$ cat src/rtl/task_mem_loader_pkg.sv
// Shared GPU front-end constants for the writable task memory: instruction and
// row geometry, the flat bus type, the loader state encoding and a width helper.
package task_mem_loader_pkg;

  localparam int INSN_SIZE      = 16;
  localparam int INSN_COUNT     = 4;
  localparam int TASK_MEM_DEPTH = 2;
  localparam int TASK_MEM_WIDTH = TASK_MEM_DEPTH * INSN_COUNT * INSN_SIZE;

  localparam logic [INSN_SIZE-1:0] NOP_INSN = '0;

  typedef logic [TASK_MEM_WIDTH-1:0] task_mem_t;

  typedef enum logic [1:0] {
    ST_IDLE,
    ST_LOAD,
    ST_PAD,
    ST_DONE
  } load_state_t;

  // Pointer width for a given range; never below one bit.
  function automatic int ptr_width(input int range);
    return (range > 1) ? $clog2(range) : 1;
  endfunction

endpackage

$ cat src/rtl/task_mem_packer.sv
// Flattens the row/slot instruction array into the packed task-memory bus the
// cores consume: row r slot k sits at bit offset (r*INSN_COUNT+k)*INSN_SIZE.
module task_mem_packer #(
  parameter int INSN_SIZE  = task_mem_loader_pkg::INSN_SIZE,
  parameter int INSN_COUNT = task_mem_loader_pkg::INSN_COUNT,
  parameter int TM_DEPTH   = task_mem_loader_pkg::TASK_MEM_DEPTH
) (
  input  logic [INSN_SIZE-1:0]                     slots [TM_DEPTH][INSN_COUNT],
  output logic [TM_DEPTH*INSN_COUNT*INSN_SIZE-1:0] task_memory
);

  for (genvar r = 0; r < TM_DEPTH; r++) begin : g_row
    for (genvar k = 0; k < INSN_COUNT; k++) begin : g_slot
      assign task_memory[(r*INSN_COUNT+k)*INSN_SIZE +: INSN_SIZE] = slots[r][k];
    end
  end

endmodule

$ cat src/rtl/task_mem_loader.sv
// Run-time loadable task memory: packs a valid/ready instruction stream row by
// row, NOP-pads a partial final row, flags complete rows and detects overflow.
module task_mem_loader #(
  parameter int INSN_SIZE  = task_mem_loader_pkg::INSN_SIZE,
  parameter int INSN_COUNT = task_mem_loader_pkg::INSN_COUNT,
  parameter int TM_DEPTH   = task_mem_loader_pkg::TASK_MEM_DEPTH,
  parameter logic [INSN_SIZE-1:0] NOP_INSN = INSN_SIZE'(task_mem_loader_pkg::NOP_INSN)
) (
  input  logic                                     clk,
  input  logic                                     rst_n,
  input  logic                                     start,
  input  logic                                     in_valid,
  output logic                                     in_ready,
  input  logic [INSN_SIZE-1:0]                     in_insn,
  input  logic                                     in_last,
  output logic [TM_DEPTH*INSN_COUNT*INSN_SIZE-1:0] task_memory,
  output logic [TM_DEPTH-1:0]                      row_valid,
  output logic [$clog2(TM_DEPTH*INSN_COUNT+1)-1:0] insn_count,
  output logic                                     load_done,
  output logic                                     overflow
);

  import task_mem_loader_pkg::*;

  localparam int SLOT_W = ptr_width(INSN_COUNT);
  localparam int ROW_W  = ptr_width(TM_DEPTH);
  localparam int CNT_W  = $clog2(TM_DEPTH*INSN_COUNT+1);

  localparam logic [SLOT_W-1:0] LAST_SLOT = SLOT_W'(INSN_COUNT-1);
  localparam logic [ROW_W-1:0]  LAST_ROW  = ROW_W'(TM_DEPTH-1);

  load_state_t          state;
  logic [ROW_W-1:0]     row_ptr;
  logic [SLOT_W-1:0]    slot_ptr;
  logic [INSN_SIZE-1:0] slots [TM_DEPTH][INSN_COUNT];

  logic at_row_end;
  logic at_mem_end;
  logic xfer;

  assign at_row_end = (slot_ptr == LAST_SLOT);
  assign at_mem_end = at_row_end && (row_ptr == LAST_ROW);

  // NOTE: in_ready is combinational on start so a restart never races a transfer.
  assign in_ready  = (state == ST_LOAD) && !start;
  assign xfer      = in_valid && in_ready;
  assign load_done = (state == ST_DONE);

  // NOTE: the slot array is reset too, so task_memory reads NOP_INSN out of reset.
  always_ff @(posedge clk or negedge rst_n) begin
    if (!rst_n) begin
      state      <= ST_IDLE;
      row_ptr    <= '0;
      slot_ptr   <= '0;
      row_valid  <= '0;
      insn_count <= '0;
      overflow   <= 1'b0;
      for (int r = 0; r < TM_DEPTH; r++) begin
        for (int k = 0; k < INSN_COUNT; k++) begin
          slots[r][k] <= NOP_INSN;
        end
      end
    end else if (start) begin
      state      <= ST_LOAD;
      row_ptr    <= '0;
      slot_ptr   <= '0;
      row_valid  <= '0;
      insn_count <= '0;
      overflow   <= 1'b0;
    end else begin
      case (state)
        ST_LOAD: begin
          if (xfer) begin
            slots[row_ptr][slot_ptr] <= in_insn;
            insn_count               <= insn_count + CNT_W'(1);
            if (at_row_end) begin
              row_valid[row_ptr] <= 1'b1;
              slot_ptr           <= '0;
              if (row_ptr != LAST_ROW) row_ptr <= row_ptr + ROW_W'(1);
            end else begin
              slot_ptr <= slot_ptr + SLOT_W'(1);
            end
            if (in_last) begin
              state <= at_row_end ? ST_DONE : ST_PAD;
            end else if (at_mem_end) begin
              state    <= ST_DONE;
              overflow <= 1'b1;
            end
          end
        end
        ST_PAD: begin
          slots[row_ptr][slot_ptr] <= NOP_INSN;
          if (at_row_end) begin
            row_valid[row_ptr] <= 1'b1;
            slot_ptr           <= '0;
            if (row_ptr != LAST_ROW) row_ptr <= row_ptr + ROW_W'(1);
            state <= ST_DONE;
          end else begin
            slot_ptr <= slot_ptr + SLOT_W'(1);
          end
        end
        ST_DONE: state <= ST_DONE;
        ST_IDLE: state <= ST_IDLE;
        default: state <= ST_IDLE;
      endcase
    end
  end

  task_mem_packer #(
    .INSN_SIZE (INSN_SIZE),
    .INSN_COUNT(INSN_COUNT),
    .TM_DEPTH  (TM_DEPTH)
  ) u_packer (
    .slots      (slots),
    .task_memory(task_memory)
  );

endmodule
$ cat config.mk
export PLATFORM = sky130hd
export DESIGN_NAME = task_mem_loader
export DESIGN_NICKNAME = d
export VERILOG_FILES = /design/src/rtl/task_mem_loader_pkg.sv /design/src/rtl/task_mem_packer.sv /design/src/rtl/task_mem_loader.sv
export SDC_FILE = /design/constraint.sdc
export NUM_CORES = 1
export LEC_CHECK = 0
export BUFFER_PORTS_ARGS = -buffer_cell sky130_fd_sc_hd__buf_2
export CORE_ASPECT_RATIO = 0.6
export CORE_MARGIN = 4
export CORE_UTILIZATION = 35
export CTS_CLUSTER_SIZE = 28
export DETAILED_ROUTE_END_ITERATION = 8
export MAX_ROUTING_LAYER = met4
export PLACE_DENSITY = 0.67
export SYNTH_ARGS = -nofsm -noshare
export SYNTH_HDL_FRONTEND = slang
export SYNTH_HIERARCHICAL = 1
export SYNTH_SLANG_ARGS = --single-unit
$ cat constraint.sdc
create_clock -name clk -period 4.92 [get_ports clk]
set_input_delay 0.984 -clock clk [delete_from_list [all_inputs] [get_ports clk]]
set_output_delay 0.984 -clock clk [all_outputs]
set_load 0.02 [all_outputs]
==> results of run 1 <==
[cells by family after synthesis]
logic type      share of synthesized area [%]
flops                                    52.7
buf+inv                                  16.9
simple gates                             4.63
mux                                      22.4
compound gates                           1.09
xor+xnor                                0.395
fa+ha+maj                                1.88
[per-stage QoR]
stage	cell area [um^2]	hold slack [ps]	power [mW]
global placement	6660	482	2.88
finish	7270	501	4.25
floorplan	6650	481	2.80
global route	7270	520	4.46
CTS	7270	504	4.29
detailed placement	6660	488	2.93
[cell usage after synthesis (all sizes together) (3+ instances only)]
cell	count
buf	143
and2	3
nand3	5
nand2	5
dfrtp	140
nor2	11
inv	7
ha	10
nor2b	18
a21oi	3
mux2	128
clkbuf	3
[final cells by class]
cell class                 instances  area share (%)
multi-input combinational        203            27.8
inverter                           7           0.361
clock buffer                      19            6.23
tap                              240            4.13
timing repair buffer             159            11.1
sequential                       140            48.2
clock inverter                    12            2.24
[state kept, by name, summed over array words and instances (netlist names)]
name	cells
slots	128
insn_count	4
row_valid	2
slot_ptr	2
state	2
overflow	1
row_ptr	1
[routing by layer]
metal,GRT usage (%),share of wire (%)
met1,21.6,51
met2,21.0,42
met3,4.43,6.1
met4,3.78,1.3
met5,-,0
[worst reg2reg max path, stage by stage, from the launching register on]
cell	delay, ps
dfrtp_1	400
inv_1	100
ha_1	280
and2b_4	230
nor4b_1	420
and2_1	990
mux2_2	440
[path summary, 6_finish.rpt]
check | to | slack (ps) | depth (start not counted)
max | slots[125]$_DFFE_PN0P_ | 1940 | 6
min | slots[95]$_DFFE_PN0P_ | 500 | 1
max reg2reg | slots[125]$_DFFE_PN0P_ | 1940 | 6
min reg2reg | slots[95]$_DFFE_PN0P_ | 500 | 1
max in group asynchronous | slot_ptr[0]$_DFFE_PN0P_ | 3200 | 2
min in group asynchronous | slots[102]$_DFFE_PN0P_ | 680 | 1
[power breakdown]
part / total, mW / internal, mW / switching (mW)
logic: 1.30 / 0.514 / 0.790
clock network: 1.34 / 0.828 / 0.515
registers: 1.60 / 1.43 / 0.170
total: 4.25 / 2.77 / 1.48
==> impl_metrics.toml, run 1 <==
[detailed_routing]
drtIter0Drc = 212
routed_wl_um = 15200
vias = 3683
postRouteAntennaNets = 0
drcViolationCount = 0
routedWlPerCell_um = 19.5
drt_pass1_iterations = 5
viasPerCell = 4.72

[setup_path]
worstPathArrival_ps = 3270
startpoint = "state[1]$_DFFE_PN0P_"
crit_path_end_kind = "flip-flop"
start_kind = "flip-flop"
max_stage_delay_ps = 990
critical_path_class = "flip-flop to flip-flop"
r2r-start = "state[1]$_DFFE_PN0P_"
required_ps = 5210
crit_buf_inv = 1
cp_max_fo = 16
critical_path.cell_chain = "inv_1 -> ha_1 -> and2b_4 -> nor4b_1 -> and2_1 -> mux2_2"
crit_family = "simple AND/OR/NAND/NOR gates"
cp_slowest_cell = "and2_1"

[synthesis]
synth_area_um2 = 6650
synth_seq_cells = 140
synth_edf_count = 0
post_synth_num_cell_types = 36
synth_area_leaders = "dfrtp_1 53%, mux2_2 20%, buf_4 15%"
synth_top_area_share_pct = 52.7
seq_area_frac_synth_pct = 52.7
ys_dominant_reg_cell = "dfrtp_1"
async_reset_ff_share_pct = 100
synth.net_count = 527
syn_area_per_cell_um2 = 13.4
synth_top_area_cell = "dfrtp_1"
netlist_instances = 496
yosys_warnings = 6

[min_path]
min_from = "slots[95]$_DFFE_PN0P_"
holdCritPathClass = "flip-flop to flip-flop"

[placement]
place.gp.congestion = 0.819
dp.cells = 749
dp_hpwl_um = 10600
portBuffers = 157
dp_slack_ps = 1680

[cells_and_area]
fill_cells = 1730
multiInputGateArea_um2 = 2020
final_cells = 780
final_common_cell = "buf_2"
nets = 559
mostFrequentLayoutCells = "156 x buf_2, 140 x dfrtp_1, 118 x mux2_2"
ff_latch_area_um2 = 3500
antennaDiodeCount = 0
fin_util_pct = 39.6
drive_gt1_share_pct = 60.0
synthToLayoutAreaGrowth_pct = 9.39

[timing]
setup_viol = 0
period_minus_slack_ps = 2980
rsz0062_at_grt = "no"
slew_headroom_pct = 21.7
tns_ps = 0
slew_viol_final = 0
finalHoldViolCount = 0
skew_ps = 10.5
fin_ws_ps = 1940
finalCritPeriodShare_pct = 60.5
timing.fmax_mhz = 336
tightest_slew_ps = 1170

[clock_tree]
cts_hold_buf = 0
path_clk_slew_ps = 60
post_cts_buffers = 0
root_buffer = "clkbuf_16"
clockBufferDepth = 2
cts-htree-levels = 4
cts_tree = "done"
clk_latency_ps = 410
cts_buffers = 17
cts_sinks = 140
cts_resized = 0

[pwr]
powerDensity_nw_per_um2 = 584
max-vdd-ir-drop_mv = 0.263
p_leak_nw = 3.87

[grt]
grt_max_degree = 113
antenna_found_initial = 0
grt_pass1_wl_um = 23500
grt_pass1_vias = 3965
globalRouteTotalUtil_pct = 15.1
grt_overflow = 0

[die]
die_h_um = 115
num_rows = 38
fp.dieW_um = 186
design.die.area_um2 = 21300
io_pins = 158
core-area_um2 = 18400
initial_core_util_pct = 36.2

[flow_run]
drv_cap = 0

[status]
status = "finished, final reports clean"
(Power assumes the default switching activity.)
==> run 2, diff against run 1 <==
--- a/config.mk
+++ b/config.mk
@@ -12,7 +12,7 @@
 export CTS_CLUSTER_SIZE = 28
 export DETAILED_ROUTE_END_ITERATION = 8
 export MAX_ROUTING_LAYER = met4
-export PLACE_DENSITY = 0.67
+export PLACE_DENSITY = 0.69
 export SYNTH_ARGS = -nofsm -noshare
 export SYNTH_HDL_FRONTEND = slang
 export SYNTH_HIERARCHICAL = 1
==> constraint.sdc (replaced) <==
create_clock -name clk -period 2.48 [get_ports clk]
set_input_delay 0.496 -clock clk [delete_from_list [all_inputs] [get_ports clk]]
set_output_delay 0.496 -clock clk [all_outputs]
set_load 0.02 [all_outputs]
==> run 2 against run 1 <==
First-iteration DRC count fell by 39%. Global-route usage rose by 0.16 points. Worst setup slack got worse by 1800 ps. Non-clock buffer count rose by 16. Clock skew rose by 1.1 ps. Total power rose by 100%. Critical endpoint is now slots[92]$_DFFE_PN0P_. Largest cell class unchanged.
==> impl_metrics.toml, run 2 (synthesis gave the netlist of run 1 again) <==
[status]
status = "finished, final reports clean"

[placement]
place.gp.congestion = 0.785
dp_slack_ps = 226
portBuffers = 157
dp_hpwl_um = 11100

[setup_path]
critical_path.cell_chain = "inv_1 -> ha_1 -> and2b_4 -> nor4b_1 -> and2_1 -> buf_4 -> mux2_2"
crit_buf_inv = 2
cp_slowest_cell = "dfrtp_1"
worstPathArrival_ps = 2610
required_ps = 2770
cp_num_cells = 7
start_kind = "flip-flop"
rrSetupSlack_ps = 160
r2r-start = "state[1]$_DFFE_PN0P_"
cp_max_fo = 7
max_stage_delay_ps = 410
startpoint = "state[1]$_DFFE_PN0P_"
crit_family = "simple AND/OR/NAND/NOR gates"
rr_endpoint = "slots[92]$_DFFE_PN0P_"
crit_path_end_kind = "flip-flop"
critical_path_class = "flip-flop to flip-flop"
rr_worst_depth = 7

[cells_and_area]
ff_latch_area_um2 = 3500
mostFrequentLayoutCells = "156 x buf_2, 140 x dfrtp_1, 118 x mux2_2"
largest_reg_flops = 128
fill_cells = 1728
reg_top3 = "slots x128, insn_count x4"
regMostFlops = "slots"
nets = 575
multiInputGateArea_um2 = 2020
drive_gt1_share_pct = 60.7
synthToLayoutAreaGrowth_pct = 12.9
final_common_cell = "buf_2"

[die]
num_rows = 38
core-area_um2 = 18400
io_pins = 158
design.die.area_um2 = 21300
initial_core_util_pct = 36.2
fp.dieW_um = 186
die_h_um = 115

[pwr]
clkPwrFrac_pct = 32.4
internal-power_mw = 5.75
powerDensity_nw_per_um2 = 1150
p_leak_nw = 4.00
p_sw_share_pct = 33.3
max-vdd-ir-drop_mv = 0.527
p_switching_mw = 2.88
seqPwrFrac_pct = 36.8
power_frac_comb_pct = 30.8

[timing]
setup_viol = 0
tns_ps = 0
skew_ps = 11.6
tightest_slew_ps = 855
whs_ps = 383
slew_viol_final = 0
finalHoldViolCount = 0
fin_ws_ps = 161
period_minus_slack_ps = 2320
timing.fmax_mhz = 431
slew_headroom_pct = 42.9
finalCritPeriodShare_pct = 93.5
rsz0062_at_grt = "no"

[clock_tree]
cts_tree = "done"
cts_resized = 0
path_clk_slew_ps = 60
cts_buffers = 17
cts-htree-levels = 4
cts_sinks = 140
clk_latency_ps = 410
clockBufferDepth = 2
post_cts_buffers = 0
root_buffer = "clkbuf_16"
cts_hold_buf = 1

[flow_run]
drv_cap = 0

[grt]
globalRouteTotalUtil_pct = 15.2
grt_max_degree = 60
grt_pass1_vias = 4031
grt_pass1_wl_um = 23200
antenna_found_initial = 1
grt_overflow = 0

[detailed_routing]
drt_pass1_iterations = 5
drcViolationCount = 0
drtIter0Drc = 130
vias = 3705
routed_wl_um = 15500
postRouteAntennaNets = 0
routedWlPerCell_um = 19.5
viasPerCell = 4.64

[min_path]
holdCritPathClass = "input port to flip-flop"
holdPathStages = 3
min_from = "in_valid"
min_delay_worst_endpoint = "insn_count[1]$_DFFE_PN0P_"
-- run 2: metrics by stage --
| step | util, % | instance area, um^2 | instances | total power, mW |
|---|---|---|---|---|
| 5_1_grt | 40.9 | 7510 | 798 | 9.07 |
| 3_5_place_dp | 37.3 | 6850 | 764 | 5.90 |
| 6_report | 40.9 | 7510 | 798 | 8.63 |
| 2_1_floorplan | - | 6650 | 496 | 5.55 |
| 4_1_cts | 40.9 | 7510 | 797 | 8.75 |
| 3_3_place_gp | 37.3 | 6850 | 764 | 5.81 |
-- run 2: metal layers --
layer,part of all wire (%),routed length [um],track usage [%]
met4,0.53,82,3.88
met2,46,7100,22.6
met1,46,7200,19.9
met5,0,0,-
met3,7.3,1140,5.50
-- run 2: power groups by stage --
stage,sequential [mW],combinational [mW],clock [mW]
CTS,3.18,2.70,2.87
finish,3.17,2.66,2.80
global route,3.24,2.86,2.97
global placement,3.18,2.63,0
detailed placement,3.21,2.69,0
floorplan,3.10,2.45,0
-- run 2: worst max path at each step --
| stage | end | slack, ps |
|---|---|---|
| finish | slots[92]$_DFFE_PN0P_ | 160 |
| global route | slots[88]$_DFFE_PN0P_ | 90 |
| CTS | slots[92]$_DFFE_PN0P_ | 210 |
| detailed placement | slots[89]$_DFFE_PN0P_ | 230 |
| global placement | slots[88]$_DFFE_PN0P_ | 280 |
| floorplan | slots[10]$_DFFE_PN0P_ | 400 |
-- run 2: layout make-up --
type / count / share of cell area (%)
sequential: 140 / 46.7
multi-input combinational: 203 / 26.9
timing repair buffer: 175 / 13.4
clock buffer: 21 / 6.13
tap: 240 / 4.00
clock inverter: 11 / 2.53
inverter: 7 / 0.350
antenna: 1 / 0.0333
-- run 2: worst register-to-register path: cells and delay by family (launching register included) --
family / cells / cell delay [ps]
and+or+nand+nor: 3 / 870
DFF: 1 / 410
muxes: 1 / 350
buffers and inverters: 2 / 310
adders and majority gates: 1 / 270
==> run 3, diff against run 2 <==
--- a/config.mk
+++ b/config.mk
@@ -13,6 +13,7 @@
 export DETAILED_ROUTE_END_ITERATION = 8
 export MAX_ROUTING_LAYER = met4
 export PLACE_DENSITY = 0.69
+export RECOVER_POWER = 25
 export SYNTH_ARGS = -nofsm -noshare
 export SYNTH_HDL_FRONTEND = slang
 export SYNTH_HIERARCHICAL = 1
==> run 3 against run 2 <==
Clock power is essentially flat. Sequential power is essentially flat. Sequential cell count is the same. Routed wire length shrank 0.15%. Final cell count is the same. Final area shrank 0.23%. First-iteration DRC count shrank 7.7%. Global-route usage is the same. Highest routed layer unchanged.
==> impl_metrics.toml, run 3 (synthesis gave the netlist of run 1 again) <==
[grt]
grt_max_degree = 60
grt_overflow = 0
antenna_found_initial = 1
globalRouteTotalUtil_pct = 15.2
grt_pass1_wl_um = 23200
grt_pass1_vias = 4031

[placement]
place.gp.congestion = 0.785
dp.cells = 764
dp_hpwl_um = 11100
portBuffers = 157
dpl_cell_area_um2 = 6850

[die]
design.die.area_um2 = 21300
die_h_um = 115
io_pins = 158
fp.dieW_um = 186
initial_core_util_pct = 36.2
num_rows = 38
core-area_um2 = 18400

[detailed_routing]
route.layer.met1.wl_um = 7230
routedWlPerCell_um = 19.4
highest_layer = "met4"
wl_met3_um = 1080
drcViolationCount = 0
viasPerCell = 4.64
drt_pass1_iterations = 4
routed_wl_um = 15500
drtIter0Drc = 120
wl_met2_um = 7050
postRouteAntennaNets = 0
vias = 3705

[timing]
finalHoldViolCount = 0
setup_viol = 0
rsz0062_at_grt = "no"
skew_ps = 11.1
slew_headroom_pct = 14.1
finalCritPeriodShare_pct = 93.6
tightest_slew_ps = 1290
timing.fmax_mhz = 431
whs_ps = 383
period_minus_slack_ps = 2320
tns_ps = 0
slew_viol_final = 0

[pwr]
internal-power_mw = 5.75
p_switching_mw = 2.88
power_frac_comb_pct = 30.8
seqPwrFrac_pct = 36.8
p_leak_nw = 3.99
power_mw = 8.63
max-vdd-ir-drop_mv = 0.530
p_sw_share_pct = 33.4
clkPwrFrac_pct = 32.4
powerDensity_nw_per_um2 = 1150

[setup_path]
r2r-start = "state[1]$_DFFE_PN0P_"
start_kind = "flip-flop"
worstPathArrival_ps = 2620
startpoint = "state[1]$_DFFE_PN0P_"
crit_path_end_kind = "flip-flop"
critical_path_class = "flip-flop to flip-flop"
cp_max_fo = 7
required_ps = 2780

[clock_tree]
cts_sinks = 140
cts-htree-levels = 4
root_buffer = "clkbuf_16"
clk_latency_ps = 410
cts_resized = 0
cts_tree = "done"
cts_hold_buf = 1
clockBufferDepth = 2
path_clk_slew_ps = 60
post_cts_buffers = 0
cts_buffers = 17

[flow_run]
drv_cap = 0

[cells_and_area]
nets = 575
fin_area_um2 = 7490
mostFrequentLayoutCells = "157 x buf_2, 140 x dfrtp_1, 118 x mux2_2"
reg_top3 = "slots x128, insn_count x4"
drive_gt1_share_pct = 60.7
regMostFlops = "slots"
final_common_cell = "buf_2"
synthToLayoutAreaGrowth_pct = 12.7
largest_reg_flops = 128
final_cells = 798

[min_path]
holdCritPathClass = "input port to flip-flop"
min_from = "in_valid"

[status]
status = "finished, final reports clean"
-- run 3: changes by cell type in the layout (fill, tap and decap cells not counted), sizes merged --
cell and delta:
buf -1, clkbuf +1
-- run 3: path summary, 6_finish.rpt --
| kind | endpoint | slack [ps] | cells past startpoint |
|---|---|---|---|
| setup / recovery | slots[92]$_DFFE_PN0P_ | 160 | 7 |
| hold / removal | insn_count[1]$_DFFE_PN0P_ | 380 | 3 |
| setup reg to reg | slots[92]$_DFFE_PN0P_ | 160 | 7 |
| min in group asynchronous | slots[110]$_DFFE_PN0P_ | 510 | 2 |
| hold reg to reg | slots[20]$_DFFE_PN0P_ | 500 | 1 |
| max in group asynchronous | slots[123]$_DFFE_PN0P_ | 420 | 3 |
-- run 3: layout make-up --
| type | instances | area (um^2) |
|---|---|---|
| Tap cell | 240 | 300 |
| Clock buffer | 21 | 460 |
| Inverter | 7 | 26.3 |
| Fill cell | 1730 | 10900 |
| Antenna cell | 1 | 2.50 |
| Sequential cell | 140 | 3500 |
| Timing Repair Buffer | 175 | 987 |
| Multi-Input combinational cell | 203 | 2020 |
| Clock inverter | 11 | 190 |
-- run 3: power by group through the flow --
stage	Clock [mW]	Combinational [mW]	Sequential, mW
final	2.80	2.66	3.17
after global routing	2.97	2.85	3.24
after CTS	2.87	2.70	3.18
after global placement	0	2.63	3.18
after detailed placement	0	2.69	3.21
after floorplan	0	2.45	3.10
-- run 3: critical path, stage by stage (launching register included) --
cell and delay, ps:
dfrtp_1 400, inv_1 120, ha_1 270, and2b_4 220, nor4b_1 390, and2_1 270
buf_4 190, mux2_2 340
-- run 3: routing by layer --
| layer | vias to the layer above | track usage [%] |
|---|---|---|
| li1 | 1637 | - |
| met1 | 1932 | 19.9 |
| met2 | 122 | 22.6 |
| met3 | 14 | 5.50 |
| met4 | 0 | 3.88 |
| met5 | - | - |
-- run 3: per-stage QoR --
step           setup slack, ps  util (%)
2_1_floorplan              398         -
3_3_place_gp               283      37.3
3_5_place_dp               226      37.3
4_1_cts                    205      40.9
5_1_grt                   89.2      40.8
6_report                   159      40.8
